$ cat config.mk
export PLATFORM = sky130hd
export DESIGN_NAME = indicator_7_reader
export DESIGN_NICKNAME = d
export VERILOG_FILES = /design/src/rtl/indicator_7_pkg.sv /design/src/rtl/indicator_7_seg_decode.sv /design/src/rtl/indicator_7_reader.sv
export SDC_FILE = /design/constraint.sdc
export NUM_CORES = 1
export LEC_CHECK = 0
export BUFFER_PORTS_ARGS = -buffer_cell sky130_fd_sc_hd__buf_2
export CORE_MARGIN = 4
export CORE_UTILIZATION = 28
export CTS_CLUSTER_SIZE = 10
export DETAILED_ROUTE_END_ITERATION = 10
export GPL_TIMING_DRIVEN = 1
export PLACE_DENSITY = 0.47
export SLEW_MARGIN = 15
export SYNTH_ARGS = -nofsm -noshare
export SYNTH_HDL_FRONTEND = slang
export SYNTH_SLANG_ARGS = --single-unit
$ cat constraint.sdc
create_clock -name clk -period 6.8 [get_ports clk]
set_clock_uncertainty 0.2 [all_clocks]
set_input_delay 0.34 -clock clk [delete_from_list [all_inputs] [get_ports clk]]
set_output_delay 0.34 -clock clk [all_outputs]
set_load 0.05 [all_outputs]
$ cat src/rtl/indicator_7_pkg.sv
// indicator_7_pkg: segment table, code width and FSM state encoding shared by the
// 7-segment indicator encoder and reader.
package indicator_7_pkg;

    localparam int CODE_W = 3;

    localparam logic [6:0] SEG_PAT_0 = 7'b0000000;
    localparam logic [6:0] SEG_PAT_1 = 7'b0101010;
    localparam logic [6:0] SEG_PAT_2 = 7'b1010101;
    localparam logic [6:0] SEG_PAT_3 = 7'b1110000;
    localparam logic [6:0] SEG_PAT_4 = 7'b0001111;
    localparam logic [6:0] SEG_PAT_5 = 7'b1100011;
    localparam logic [6:0] SEG_PAT_6 = 7'b0011100;
    localparam logic [6:0] SEG_PAT_7 = 7'b1111111;

    // Element i of this packed array is SEG_PAT_i.
    localparam logic [7:0][6:0] SEG_TABLE = {SEG_PAT_7, SEG_PAT_6, SEG_PAT_5, SEG_PAT_4,
                                             SEG_PAT_3, SEG_PAT_2, SEG_PAT_1, SEG_PAT_0};

    typedef enum logic [1:0] {
        ST_WAIT   = 2'd0,
        ST_SETTLE = 2'd1,
        ST_OFFER  = 2'd2
    } state_t;

endpackage

$ cat src/rtl/indicator_7_seg_decode.sv
// indicator_7_seg_decode: combinational lookup of a 7-bit segment pattern in the
// indicator table, returning a hit flag and the matching code.
module indicator_7_seg_decode
    import indicator_7_pkg::*;
(
    input  logic [6:0]        pattern_i,
    output logic              hit_o,
    output logic [CODE_W-1:0] code_o
);

    always_comb begin
        hit_o  = 1'b0;
        code_o = '0;
        for (int i = 0; i < 8; i++) begin
            if (pattern_i == SEG_TABLE[i]) begin
                hit_o  = 1'b1;
                code_o = CODE_W'(i);
            end
        end
    end

endmodule

$ cat src/rtl/indicator_7_reader.sv
// indicator_7_reader: debounces a sampled segment bus, decodes stable patterns back to
// a code offered over valid/ready, and flags/counts patterns outside the table.
module indicator_7_reader
    import indicator_7_pkg::*;
#(
    parameter int STABLE_CYCLES = 4,
    parameter int ERR_W         = 8
) (
    input  logic              clk,
    input  logic              rst,
    input  logic [6:0]        segments,
    output logic [CODE_W-1:0] out_code,
    output logic              out_valid,
    input  logic              out_ready,
    output logic              err_invalid,
    output logic [ERR_W-1:0]  err_count
);

    localparam int CW = $clog2(STABLE_CYCLES + 1);

    logic [6:0]        seg_q, seg_prev_q, last_pat_q;
    logic [CW-1:0]     cnt_q;
    state_t            state_q;
    logic [CODE_W-1:0] out_code_q;
    logic              out_valid_q, err_invalid_q;
    logic [ERR_W-1:0]  err_count_q;
    logic              hit;
    logic [CODE_W-1:0] code;
    logic              changed, stable;

    indicator_7_seg_decode u_decode (
        .pattern_i (seg_q),
        .hit_o     (hit),
        .code_o    (code)
    );

    assign changed = seg_q != seg_prev_q;
    // The cycle the counter would reach STABLE_CYCLES is the decode cycle.
    assign stable  = !changed && cnt_q == CW'(STABLE_CYCLES - 1);

    always_ff @(posedge clk) begin
        if (rst) begin
            seg_q         <= '0;
            seg_prev_q    <= '0;
            last_pat_q    <= '0;
            cnt_q         <= '0;
            state_q       <= ST_WAIT;
            out_code_q    <= '0;
            out_valid_q   <= 1'b0;
            err_invalid_q <= 1'b0;
            err_count_q   <= '0;
        end else begin
            seg_q         <= segments;
            seg_prev_q    <= seg_q;
            err_invalid_q <= 1'b0;
            case (state_q)
                ST_WAIT: begin
                    if (seg_q != last_pat_q) begin
                        state_q <= ST_SETTLE;
                        cnt_q   <= '0;
                    end
                end
                ST_SETTLE: begin
                    if (changed) begin
                        cnt_q <= '0;
                    end else if (stable) begin
                        cnt_q <= CW'(STABLE_CYCLES);
                        if (seg_q == last_pat_q) begin
                            state_q <= ST_WAIT;
                        end else begin
                            last_pat_q <= seg_q;
                            if (hit) begin
                                out_code_q  <= code;
                                out_valid_q <= 1'b1;
                                state_q     <= ST_OFFER;
                            end else begin
                                err_invalid_q <= 1'b1;
                                err_count_q   <= &err_count_q ? err_count_q : err_count_q + 1'b1;
                                state_q       <= ST_WAIT;
                            end
                        end
                    end else begin
                        cnt_q <= cnt_q + 1'b1;
                    end
                end
                ST_OFFER: begin
                    if (out_ready) begin
                        out_valid_q <= 1'b0;
                        state_q     <= seg_q != last_pat_q ? ST_SETTLE : ST_WAIT;
                        cnt_q       <= '0;
                    end
                end
                default: state_q <= ST_WAIT;
            endcase
        end
    end

    assign out_code    = out_code_q;
    assign out_valid   = out_valid_q;
    assign err_invalid = err_invalid_q;
    assign err_count   = err_count_q;

endmodule
Word-level counts from Yosys, hierarchy flattened
Index checks and enable logic that the tools add are counted.
- bits in registers: 39
- word-level logic and storage cells: 85
- equal/unequal tests: 19
- reductions and logical operators: 14
- bitwise operators: 6
- muxes and demuxes: 35
- $add $sub $neg: 2
- operators with widths (cell ; number):
    equality test 7 bit, second input constant ; 4
    two-way mux 3 bit ; 8
    two-way mux 1 bit ; 16
    two-way mux 2 bit ; 8
    inequality test 7 bit ; 2
    inequality test 2 bit, second input constant ; 6
    AND reduction 6 bit ; 2
    case mux 3 bit (3 select lines) ; 1
    adder 8 x 1 -> 8 bit, second input constant ; 1
    AND reduction 4 bit ; 2
    AND reduction 8 bit ; 1
    equality test 7 x 4 -> 1 bit, second input constant ; 1
    equality test 7 x 5 -> 1 bit, second input constant ; 1
    equality test 7 x 6 -> 1 bit, second input constant ; 1
    equality test 7 bit ; 1
    logical NOT 7 bit ; 1
    inverter 1 bit ; 6
    case mux 2 bit (3 select lines) ; 1
    AND reduction 5 bit ; 1
    OR reduction 5 bit ; 1
    adder 3 x 1 -> 3 bit, second input constant ; 1
    equality test 3 x 2 -> 1 bit, second input constant ; 1
    AND reduction 3 bit ; 1
    nonzero test 3 bit ; 1
    7 further kinds ; 7

Longest topological paths before layout
- depth in word-level cells: 14
- mapped depth: 9

Cells and area by module
From an unflattened synthesis, not the netlist that was laid out.
- cell total of the unflattened synthesis: 205
- area total of the unflattened synthesis: 1841.8 um^2
- modules (own cells, without submodules) (module ; instances ; area each (um^2) ; sequential area each (um^2) ; cells an instance):
    indicator_7_reader ; 1 ; 1650.3 ; 780.7 ; 182
    indicator_7_seg_decode ; 1 ; 191.4 ; 0.0 ; 23

Worst setup path after synthesis
No wires, ideal clock.
- path kind: register -> register
- from: register seg_q[0]
- to: register out_code_q[0] (netlist: out_code[0])
- arrival: 1929 ps
- path slack: 4543 ps
- period minus slack after synthesis: 2257 ps
- cell stages (with the launch flop): 9
- path buffers: 2
- setup time: 128 ps
- cell sequence: dfxtp_1 buf_6 or4_1 a21o_1 nor4b_2 or3b_1 buf_2 mux2i_1 nor2_1
- longest elaborated chain between the ends: 10
- RTL lines (what ; line ; text):
    from (decl) ; indicator_7_reader.sv:21 ; logic [6:0] seg_q, seg_prev_q, last_pat_q;
    from (signal assigned) ; indicator_7_reader.sv:53 ; seg_q <= segments;
    logical NOT 7 bit ; indicator_7_seg_decode.sv:15 ; if (pattern_i == SEG_TABLE[i]) begin
    two-way mux 1 bit (8 in a row) ; indicator_7_seg_decode.sv:15 ;
    AND reduction 5 bit (no line) ; - ;
    to (signal assigned) ; indicator_7_reader.sv:73 ; out_code_q <= code;
    to (decl) ; indicator_7_reader.sv:24 ; logic [CODE_W-1:0] out_code_q;
Parallel ways exist; a longest one is shown, timed or not.
A chain may end at the register's enable or synchronous reset.

Worst setup path in the final report
- from: register seg_q[1]
- to: register err_count_q[5] (netlist: err_count[5])
- longest elaborated chain between the ends: 11
- RTL lines (what ; line ; text):
    logical NOT 7 bit ; indicator_7_seg_decode.sv:15 ;
    two-way mux 1 bit (8 in a row) ; indicator_7_seg_decode.sv:15 ;
    inverter 1 bit (no line) ; - ;
    AND reduction 6 bit (no line) (*) ; - ;
    to (signal assigned) ; indicator_7_reader.sv:78 ; err_count_q <= &err_count_q ? err_count_q : err_count_q + 1'b1;
    to (decl) ; indicator_7_reader.sv:26 ; logic [ERR_W-1:0] err_count_q;
Every way passes the cells marked *; elsewhere a longest branch is shown, timed or not.

==> summary.md <==
| Metric | Value |
|---|---|
| Status | finished clean |
| Synth warnings | 0 |
| Maximum root-to-sink buffer count | 2 |
| Post-cts resize count | 0 |
| Tcrit/Tclk final | 50.3% |
| Die X | 88.1 µm |
| Core area | 6060 µm² |
| Post-synth top area share | 43.4% |
| Via density per instance | 4.77 |
| Crit path time final | 3.42 ns |
| Mapped Nets | 203 |
| Mapped cell area | 1800 µm² |
| Post-synthesis xor/xnor area fraction | 7.31% |
| Post-synthesis mux area share | 5.57% |
| Max Freq | 0.292 GHz |
| DIE AREA | 7770 µm² |
| Slew HR | 23.0% |
| FFs w/ async S/R, synth | 0% |
| DR vias | 1,339 |
| CTS Hold Bufs | 0 |
| Core Rows | 28 |
| Fin cells | 281 |
| GRT overflow | 0 |
| Compound-Gate Fraction of Synth Area | 9.39% |
| Sum Neg Setup Slack | 0 ns |
| Worst-path clk slew | 0.08 ns |
| Arrival @ worst endpoint | 3.44 ns |
| Pins Over Slew Limit | 0 |
| Final WS setup | 3.38 ns |
| Hold crit path type | input pin to flop |
| Critical Path Fanout Max | 12 |
| First-pass GRT wire length | 5.83 mm |
| Remaining antenna violation count after routing | 0 |
| Area Overhead vs Synth | 12.7% |
| Power per cell area | 225 nW/µm² |
| Fin. Hold Viols | 0 |
| Cells after synthesis | 190 |
| Antenna cells | 0 |
| IO Port Bufs | 22 |
| Post-synth top cells | dfxtp_1, nor2_1, nor2b_1 |
| VDD IR-drop max | 0.120 mV |
| Main synth FF type | dfxtp_1 |
| Synth area leaders | dfxtp_1, mux2i_1, nor2b_1 |
| CTS tree | done |
| IO Count | 23 |
| Initial antenna violation count | 0 |
| DP Worst Slack | 3.40 ns |
| Sequential Area | 781 µm² |
| DRC violations left | 0 |
| Simple-Gate Fraction of Synth Area | 26.9% |
| Clock Tree Root | clkbuf_8 |
| 1st-iter DRT viols | 42 |
| Least-Margin Pin Slew | 1.15 ns |
| Power, Total | 455 µW |
| DRT Pass-1 Iters | 4 |
| Initial Utilization | 29.7% |
| Worst-skew pair later-pin latency | 0.29 ns |
| Total track usage | 9.65% |
| FILL cells | 640 |
| Largest family of logic cells by synthesized area | simple AND/OR/NAND/NOR gates |
| Leak | 0.788 nW |
| Syn_area_per_cell | 9.46 µm² |
| CTS buffer count | 5 |
| Die height | 88.1 µm |
| Vias in the first global route | 1,206 |
| CP Capture Type | flop |
| RSZ-0062 raised after global routing | false |
| Routed wire per std cell | 12.6 µm |
| GP Congestion | 0.832 |
| Most common cell in the netlist | dfxtp_1 |
| Routed wire length | 3.54 mm |
| Inst Count DP | 273 |
| Max-Cap Viols | 0 |
| Post-CTS Setup Repair Bufs | 0 |
| Area occupied by multi-input gates | 921 µm² |
| Synthesized flop and latch total | 39 |
| Largest net degree at the start of global routing | 39 |
| Crit Path Class | flop to flop |
| # nets final | 218 |
| Worst EP required | 6.82 ns |
| Largest area contributor in the netlist | dfxtp_1 |
| CTS sink cnt | 39 |
| HPWL Detailed | 2.48 mm |
| Ratio of cells with drive above 1 in the final layout | 16.5% |
| CP startpoint kind | flop |
| Finish-stage setup viols | 0 |
| CTS H-tree depth | 2 |
| Register area share after synthesis | 43.4% |
| Yosys cell types | 41 |
| Post-synthesis adder-cell area fraction | 2.09% |
| Number of synthesized flops with an enable pin | 0 |
-- power breakdown --
part	internal, mW	total (mW)	switching [mW]	leakage (nW)
clock	0.109	0.191	0.0814	0.0581
sequential	0.233	0.240	0.00751	0.317
combinational	0.0125	0.0243	0.0117	0.413
-- worst max-delay path, cell delays in order, from the launching register on --
cell     delay (ns)
dfxtp_1        0.56
xnor2_1        0.16
nand4_1        0.16
nor4b_2        1.00
nand4_1        0.61
or3_1          0.52
a21oi_1        0.13
-- metal layers --
layer  part of all wire, %  GRT usage [%]  wire length (µm)
met2                    44           15.1              1550
met1                    50           12.5              1780
met5                     0              0                 0
met4                  0.59           3.71                21
met3                   5.3           2.92               188
-- flip-flops by register name, indices dropped and copies added, names as in the netlist --
signal       cells
cnt_q            3
err_count        8
err_invalid      1
last_pat_q       7
out_code         3
out_valid        1
seg_prev_q       7
seg_q            7
state_q          2
-- cells in the final DEF, fill, tap and decap left out, drive strengths merged, types with 6 or more instances in the layout --
cell   Yosys  layout
a21oi     11      11
buf       11      22
dfxtp     39      39
mux2i     10      10
nand2      6       6
nand3      7       7
nor2      16      16
nor2b     15      15
o21ai      7       7
or3        8       8
xnor2     10      10
-- logic make-up (layout without fill, tap and decap cells) --
kind of cell | after synthesis | in the layout
buffers and inverters | 16 | 32
adders and majority gates | 3 | 3
muxes | 10 | 10
DFF | 39 | 39
xor gates and xnor gates | 15 | 15
AOI/OAI and AO/OA | 28 | 28
and+or+nand+nor | 79 | 79
-- final timing paths --
kind	depth (start not counted)	slack, ns	endpoint	from
hold reg to reg	2	0.26	out_valid$_SDFFE_PP0P_	out_valid$_SDFFE_PP0P_
setup / recovery	6	3.38	err_count[5]$_SDFFE_PP0P_	seg_q[1]$_SDFF_PP0_
hold / removal	2	0.05	seg_q[3]$_SDFF_PP0_	segments[3]
setup reg to reg	6	3.38	err_count[5]$_SDFFE_PP0P_	seg_q[1]$_SDFF_PP0_
-- stage by stage --
| step | instance area (µm²) | hold slack, ns | utilization, % |
|---|---|---|---|
| after floorplan | 1800 | 0.249 | - |
| after global placement | 1910 | 0.237 | 31.6 |
| after detailed placement | 1910 | 0.245 | 31.6 |
| after CTS | 2030 | 0.0410 | 33.4 |
| after global routing | 2030 | 0.0439 | 33.4 |
| final | 2030 | 0.0542 | 33.4 |
-- layout make-up --
type / instances / area share (%)
Timing Repair Buffer: 22 / 5.44
Clock inverter: 3 / 2.16
Sequential cell: 39 / 38.5
Multi-Input combinational cell: 135 / 45.5
Inverter: 2 / 0.371
Tap cell: 75 / 4.63
Clock buffer: 5 / 3.40
Note: power is estimated with default switching activity, not from simulation.
